===== src/rtl/priority_serializer.sv =====
// Sticky 16-bit request collector feeding an external priority encoder;
// serves one encoded index per valid/ready transfer, highest index first.
module priority_serializer #(
  parameter logic [7:0] NONE_CODE = 8'hF0,
  parameter int unsigned CNT_W = 8
) (
  input  logic             clk,
  input  logic             rst_n,
  input  logic [15:0]      req_in,
  output logic [7:0]       enc_a,
  output logic [7:0]       enc_b,
  input  logic [7:0]       enc_c,
  output logic             out_valid,
  input  logic             out_ready,
  output logic [3:0]       out_idx,
  output logic [15:0]      pending,
  output logic             overrun,
  output logic             code_err,
  output logic [CNT_W-1:0] xfer_cnt
);

  typedef enum logic {
    IDLE = 1'b0,
    HOLD = 1'b1
  } state_e;

  state_e           state_q;
  logic [15:0]      pending_q;
  logic [15:0]      pending_d;
  logic [15:0]      clr;
  logic             hs;
  logic             ovr_hit;
  logic             code_ok;
  logic             code_none;
  logic             out_valid_q;
  logic [3:0]       out_idx_q;
  logic             overrun_q;
  logic             code_err_q;
  logic [CNT_W-1:0] xfer_cnt_q;

  assign enc_a = pending_q[15:8];
  assign enc_b = pending_q[7:0];

  assign hs  = out_valid_q & out_ready;
  assign clr = hs ? (16'd1 << out_idx_q) : 16'd0;

  // A same-cycle request re-arms a bit being cleared rather than losing it.
  assign pending_d = (pending_q & ~clr) | req_in;
  assign ovr_hit   = |(req_in & pending_q & ~clr);

  assign code_ok   = (enc_c <= 8'd15);
  assign code_none = (enc_c == NONE_CODE);

  always_ff @(posedge clk or negedge rst_n) begin
    if (!rst_n) begin
      pending_q <= '0;
      overrun_q <= 1'b0;
    end else begin
      pending_q <= pending_d;
      if (ovr_hit)
        overrun_q <= 1'b1;
    end
  end

  // Returning to IDLE after each transfer lets the encoder see the
  // cleared vector before the next index is sampled.
  always_ff @(posedge clk or negedge rst_n) begin
    if (!rst_n) begin
      state_q     <= IDLE;
      out_valid_q <= 1'b0;
      out_idx_q   <= '0;
      code_err_q  <= 1'b0;
      xfer_cnt_q  <= '0;
    end else begin
      unique case (state_q)
        IDLE: begin
          if (code_ok) begin
            out_idx_q   <= enc_c[3:0];
            out_valid_q <= 1'b1;
            state_q     <= HOLD;
          end else if (!code_none) begin
            code_err_q  <= 1'b1;
          end
        end
        HOLD: begin
          if (hs) begin
            xfer_cnt_q  <= xfer_cnt_q + CNT_W'(1);
            out_valid_q <= 1'b0;
            state_q     <= IDLE;
          end
        end
        default: begin
          state_q     <= IDLE;
          out_valid_q <= 1'b0;
        end
      endcase
    end
  end

  assign out_valid = out_valid_q;
  assign out_idx   = out_idx_q;
  assign pending   = pending_q;
  assign overrun   = overrun_q;
  assign code_err  = code_err_q;
  assign xfer_cnt  = xfer_cnt_q;

endmodule


===== config.mk =====
export PLATFORM = sky130hd
export DESIGN_NAME = priority_serializer
export DESIGN_NICKNAME = d
export VERILOG_FILES = /design/src/rtl/priority_serializer.sv
export SDC_FILE = /design/constraint.sdc
export NUM_CORES = 1
export LEC_CHECK = 0
export CORE_ASPECT_RATIO = 0.9
export CORE_UTILIZATION = 25
export CTS_CLUSTER_DIAMETER = 100
export DETAILED_ROUTE_END_ITERATION = 8
export DONT_BUFFER_PORTS = 1
export PLACE_DENSITY = 0.36
export SYNTH_ARGS = -nofsm -noshare
export SYNTH_HDL_FRONTEND = slang
export SYNTH_SLANG_ARGS = --single-unit

===== constraint.sdc =====
create_clock -name clk -period 2.9 [get_ports clk]
set_clock_uncertainty 0.15 [all_clocks]
set_input_delay 0.87 -clock clk [delete_from_list [all_inputs] [get_ports clk]]
set_output_delay 0.87 -clock clk [all_outputs]
set_load 0.03 [all_outputs]

==> impl_metrics.toml <==
[sta]
max_freq_ghz = 0.474
final.setup.tns_ps = 0
period_share_pct = 72.7
rsz0062_at_grt = "false"
finalHoldViolations = 0
slew_headroom_pct = 55.8
drv_slew = 0
tightest_slew_ps = 663
fin_crit_ps = 2110
finalWorstSetupSlack_ps = 792
setup_viol = 0

[drt]
wl_per_cell_microns = 16.2
ant_nets = 0
routed_wl_microns = 3900
via_per_inst = 4.61
drc = 0
dr_total_vias = 1112
first_pass_iters = 4
drtIter0Drc = 84

[yosys]
ys_top_cells_by_count = "nand2_1 (33), dfrtp_1 (32), buf_4 (19)"
yosys_warnings = 0
synthDistinctLibCells = 29
synth_area_per_cell_sq_um = 9.83
synth.most_common_cell = "nand2_1"
synthArstFlopShare_pct = 100
yosys_most_used_dff = "dfrtp_1"
synth_seq_cells = 32
syn-num-nets = 197
yosysSeqAreaShare_pct = 48.2
syn_inst = 169
yosysTopAreaCell = "dfrtp_1"
synthesis.area_sq_mm = 0.00166
synth_top_area_share_pct = 48.2
synth_area_leaders = "dfrtp_1 (48%), buf_4 (8.6%), nand2_1 (7.5%)"
synth-edff-count = 0

[clock_network]
cts_max_path_buffers = 2
clock_latency_ps = 280
cts_tree = "yes"
path_clk_slew_ps = 70
htree_levels = 2
clockRootBuffer = "clkbuf_8"
cts_resized = 0
cts_buffers = 5
hold_buffers = 0
clock-sinks = 32
postCtsSetupBuffers = 0

[setup_path]
r2r_cells = 4
crit_path_top_delay_cell = "dfrtp_1"
crit_required_ps = 2910
arrival_ps = 2120
rrSetupSlack_ps = 790
path_cells = "nor2b_1 -> a21oi_1 -> nor4_1 -> nand4_1"
reg2reg_to = "overrun"
path_class = "register to register"
start_kind = "register"
path_buf_inv = 0
crit_family = "simple AND/OR/NAND/NOR gates"
endpoint_kind = "register"
critical_path.max_stage_delay_ps = 770
cp_max_fo = 14
r2r-start = "out_idx[0]"

[grt]
grtUsageTotal_pct = 12.0
grt_start_max_net_pins = 33
grt_pass1_wl_microns = 5950
gr-total-overflow = 0
antenna_found_initial = 0
grt_pass1_vias = 1097

[floorplanning]
core_area_sq_mm = 0.00625
io-pin-count = 74
start_util_pct = 26.6
rows = 27
die_y_microns = 79.3
dieArea_sq_mm = 0.00698
fp.dieW_microns = 87.9

[cells_and_area]
antennaDiodeCount = 0
final.fill_count = 673
final_nets = 181
drive_gt1_share_pct = 9.09
synthToLayoutAreaGrowth_pct = 1.05
fin_area_sq_mm = 0.00168

[run_status]
status = "finished clean"

[pwr]
intPower_uw = 819
p_clk_share_pct = 25.3
switching_share_pct = 43.0
power.density_mw_per_mm2 = 855
comb_power_share_pct = 17.8
vdd_drop_max_mv = 0.175
netSwitchingPower_uw = 617
sequentialPowerShare_pct = 56.9
p_leak_nw = 0.659

[place]
gp_congestion = 0.754
post-place-ws_ps = 751
dpl-instance-area_sq_mm = 0.00159
numPortBuffers = 0
dp_hpwl_microns = 2970

[run]
maxCapViolCount = 0

[hold_path]
hold_class = "input pin to asynchronous set/reset pin"
==> how the worst max path moves through the flow <==
stage	startpoint	endpoint	slack, ps	depth (start not counted)
after global placement	out_ready	overrun	740	4
after global routing	out_idx[0]	overrun	660	4
after detailed placement	enc_c[6]	out_idx[0]	750	3
final	out_idx[0]	overrun	790	4
after CTS	out_idx[0]	overrun	810	4
after floorplan	enc_c[6]	out_idx[0]	880	3
==> registers in the layout, summed over array words and instances, names as in the netlist <==
| register | cells |
|---|---|
| overrun | 1 |
| pending | 16 |
| out_valid | 1 |
| code_err | 1 |
| out_idx | 4 |
| xfer_cnt | 8 |
| state_q | 1 |
==> through the flow <==
| step | std cells | hold slack [ps] | utilization, % | total power [mW] |
|---|---|---|---|---|
| floorplan | 169 | 356 | - | 1.06 |
| global placement | 233 | 382 | 25.4 | 1.07 |
| detailed placement | 233 | 420 | 25.4 | 1.08 |
| CTS | 241 | 105 | 26.9 | 1.46 |
| global route | 241 | 90.6 | 26.9 | 1.53 |
| finish | 241 | 116 | 26.9 | 1.44 |
==> logic make-up after synthesis <==
| group | Yosys count | synth area share, % |
|---|---|---|
| simple gates | 66 | 19.7 |
| compound gates | 34 | 13.3 |
| flops | 32 | 48.2 |
| buf+inv | 25 | 11.7 |
| xor+xnor | 7 | 3.69 |
| mux | 4 | 2.71 |
| fa+ha+maj | 1 | 0.753 |
==> layer usage <==
metal  global-route usage, %  wire length, microns  up-vias  part of all wire (%)
met5                       0                     0        -                     0
met4                    4.43                    63        0                   1.6
met3                    6.86                   438        7                    11
met2                    16.5                  1670       42                    43
met1                    15.3                  1730      526                    44
li1                        -                     -      537                     -
==> layout make-up <==
class,count,area [sq um],area share (%)
multi-input cells,112,666,39.6
clock buffers,6,82.6,4.92
clock inverters,2,10.0,0.596
well taps,87,109,6.48
flip-flops and latches,32,801,47.7
repair buffers,1,7.51,0.447
inverters,1,3.75,0.224
==> placed cells by master (no fill, tap or decap), drive strengths merged <==
master	synthesis	layout
and4bb	1	1
mux2	4	4
and2b	1	1
ha	1	1
nand2b	1	1
and4	2	2
and4b	2	2
xnor2	4	4
dfrtp	32	32
a21oi	11	11
xor2	3	3
nand4	2	2
or4	1	1
a21o	16	16
clkbuf	2	6
o211ai	2	2
a31oi	4	4
nand3	8	8
clkinv	0	2
nor3	1	1
nand2	33	33
inv	1	1
buf	22	1
nor2	6	6
and3	1	1
nor2b	2	2
o21ai	1	1
nor4	5	5
==> worst reg2reg max path, stage by stage (launching register included) <==
cell	delay, ps
dfrtp_1	770
nor2b_1	480
a21oi_1	130
nor4_1	330
nand4_1	130
==> power by group through the flow <==
stage	combinational [mW]	clock (mW)	sequential (mW)
3_3_place_gp	0.250	0	0.821
4_1_cts	0.259	0.381	0.816
2_1_floorplan	0.310	0	0.751
6_report	0.255	0.363	0.816
3_5_place_dp	0.257	0	0.827
5_1_grt	0.287	0.409	0.833
No activity file was read; power rests on OpenSTA's default activity.
==> variant, RTL diff (same settings) <==
Change the parameter `CNT_W` from 8 to 12.
--- a/src/rtl/priority_serializer.sv
+++ b/src/rtl/priority_serializer.sv
@@ -4,3 +4,3 @@
   parameter logic [7:0] NONE_CODE = 8'hF0,
-  parameter int unsigned CNT_W = 8
+  parameter int unsigned CNT_W = 12
 ) (
Ports: changed (resized xfer_cnt); port bits go from 74 to 78. The function was not compared with the original's and may differ.
==> variant against the original RTL <==
  * Sequential share of layout area fell by 0.88 points
  * Total power rose by 8.0%
  * Routed wire length rose by 10%
  * Synthesized area rose by 13%
  * Sequential cell count rose by 4
  * Worst setup slack improved by 27 ps
  * Design area rose by 15%
  * Cell count rose by 9.1%
==> variant: results <==
group,metric,value,unit
status,run_status,"finished clean",
critical_path,worst_path_max_delay_cell,"and4bb_1",
clock_network,clkLatencyLatePin,280,ps
synth,yosys.cell_types.count,34,
critical_path,worstPathArrival,2080,ps
layout,filler_cell_count,786,
power_and_ir_drop,sw_ratio,42.3,%
clock_network,post-cts-setup-buffer-count,0,
clock_network,tritoncts.num_buffers,5,
placed_design,dpl_wire_length,3180,um
placed_design,placement.setup.worst_slack,567,ps
grt,grt_max_degree,37,
synth,syn_avg_cell_area,10.2,um2
synth,synth.area.top_cells,"dfrtp_1 48%, buf_4 8.0%, a21o_1 6.4%",
routing,initialDrtViolationCount,52,
synth,seq_area_frac_synth,47.8,%
synth,synth_nets,213,
routing,drt_pass1_iterations,4,
layout,largest_register_ffs,16,
critical_path,largest_stage_delay_worst_path,590,ps
clock_network,ctsRootBufferMaster,"clkbuf_8",
placed_design,finalWeightedCongestion,0.659,
layout,drive_gt1_share,10.0,%
timing,slew_at_the_pin_closest_to_its_max_slew_limit,642,ps
power_and_ir_drop,power.ir.vdd_worst,0.298,mV
clock_network,cts-root-to-sink-buffers,2,
layout,diode_count,0,
layout,total_nets_final,197,
timing,setup_ws,819,ps
grt,groute.usage.overall,11.7,%
grt,first_global_vias,1331,
power_and_ir_drop,p_leak,0.750,nW
critical_path,crit_fanout,8,
routing,vias,1242,
clock_network,hold_buffers,0,
layout,layoutNonFillerInstCount,263,
routing,routed_wire_length_per_instance,16.4,um
grt,grt_pass1_wl,6890,um
synth,post_synth_most_frequent_cells,"36 x dfrtp_1, 32 x nand2_1, 20 x buf_4, 16 x a21o_1, 11 x a21oi_1",
==> variant: changes by cell type after synthesis, sizes merged <==
cell	delta
and2	+1
and3	+1
and4	+1
buf	+3
clkbuf	-2
dfrtp	+4
inv	+1
mux2	+1
nand2	-1
nand4	+2
nor3	+1
xnor2	+4
==> variant: final timing paths <==
kind	startpoint	to	cells past startpoint
max	out_idx[3]	overrun	4
min reg2reg	state_q	state_q	2
max in group asynchronous	rst_n	out_idx[1]	0
min	rst_n	pending[2]	0
min in group clk	state_q	state_q	2
max reg2reg	out_idx[3]	overrun	4
==> variant: critical path, delay by kind of cell, from the launching register on <==
kind | cells | cell delay, ps
flops | 1 | 530
simple gates | 3 | 1140
compound gates | 1 | 140
==> variant: logic make-up (layout without fill, tap and decap cells) <==
| logic type | count (synthesis) | after routing | synth area share, % |
|---|---|---|---|
| simple gates | 71 | 71 | 21.7 |
| flops | 36 | 36 | 47.8 |
| compound gates | 34 | 34 | 11.7 |
| buf+inv | 27 | 12 | 10.0 |
| xor+xnor | 11 | 11 | 5.11 |
| mux | 5 | 5 | 2.99 |
| fa+ha+maj | 1 | 1 | 0.664 |
==> variant: power by group through the flow <==
stage                     logic, mW  clock network, mW  registers [mW]
after CTS                     0.332              0.392           0.860
after global routing          0.371              0.414           0.878
after detailed placement      0.331                  0           0.870
after global placement        0.328                  0           0.864
final                         0.325              0.370           0.855
after floorplan               0.306                  0           0.826
==> variant: per-stage QoR <==
stage               hold slack (ps)  area (um2)  util [%]
floorplan                       333        1880         -
global placement                384        1830      25.5
detailed placement              384        1830      25.5
CTS                             105        1920      26.8
global route                   94.7        1920      26.8
finish                          121        1920      26.8
==> variant: cell type report <==
type / count / share of cell area, %
clock buffer: 8 / 4.68
inverter: 2 / 0.390
sequential: 36 / 46.8
multi-input combinational: 122 / 41.3
timing repair buffer: 2 / 0.780
tap: 93 / 6.05
==> variant: metal layers <==
layer	up-vias	global-route usage (%)	share of wire (%)
li1	590	-	-
met1	600	14.2	45
met2	47	18.9	47
met3	5	4.53	6.7
met4	0	3.78	1.4
met5	-	0	0
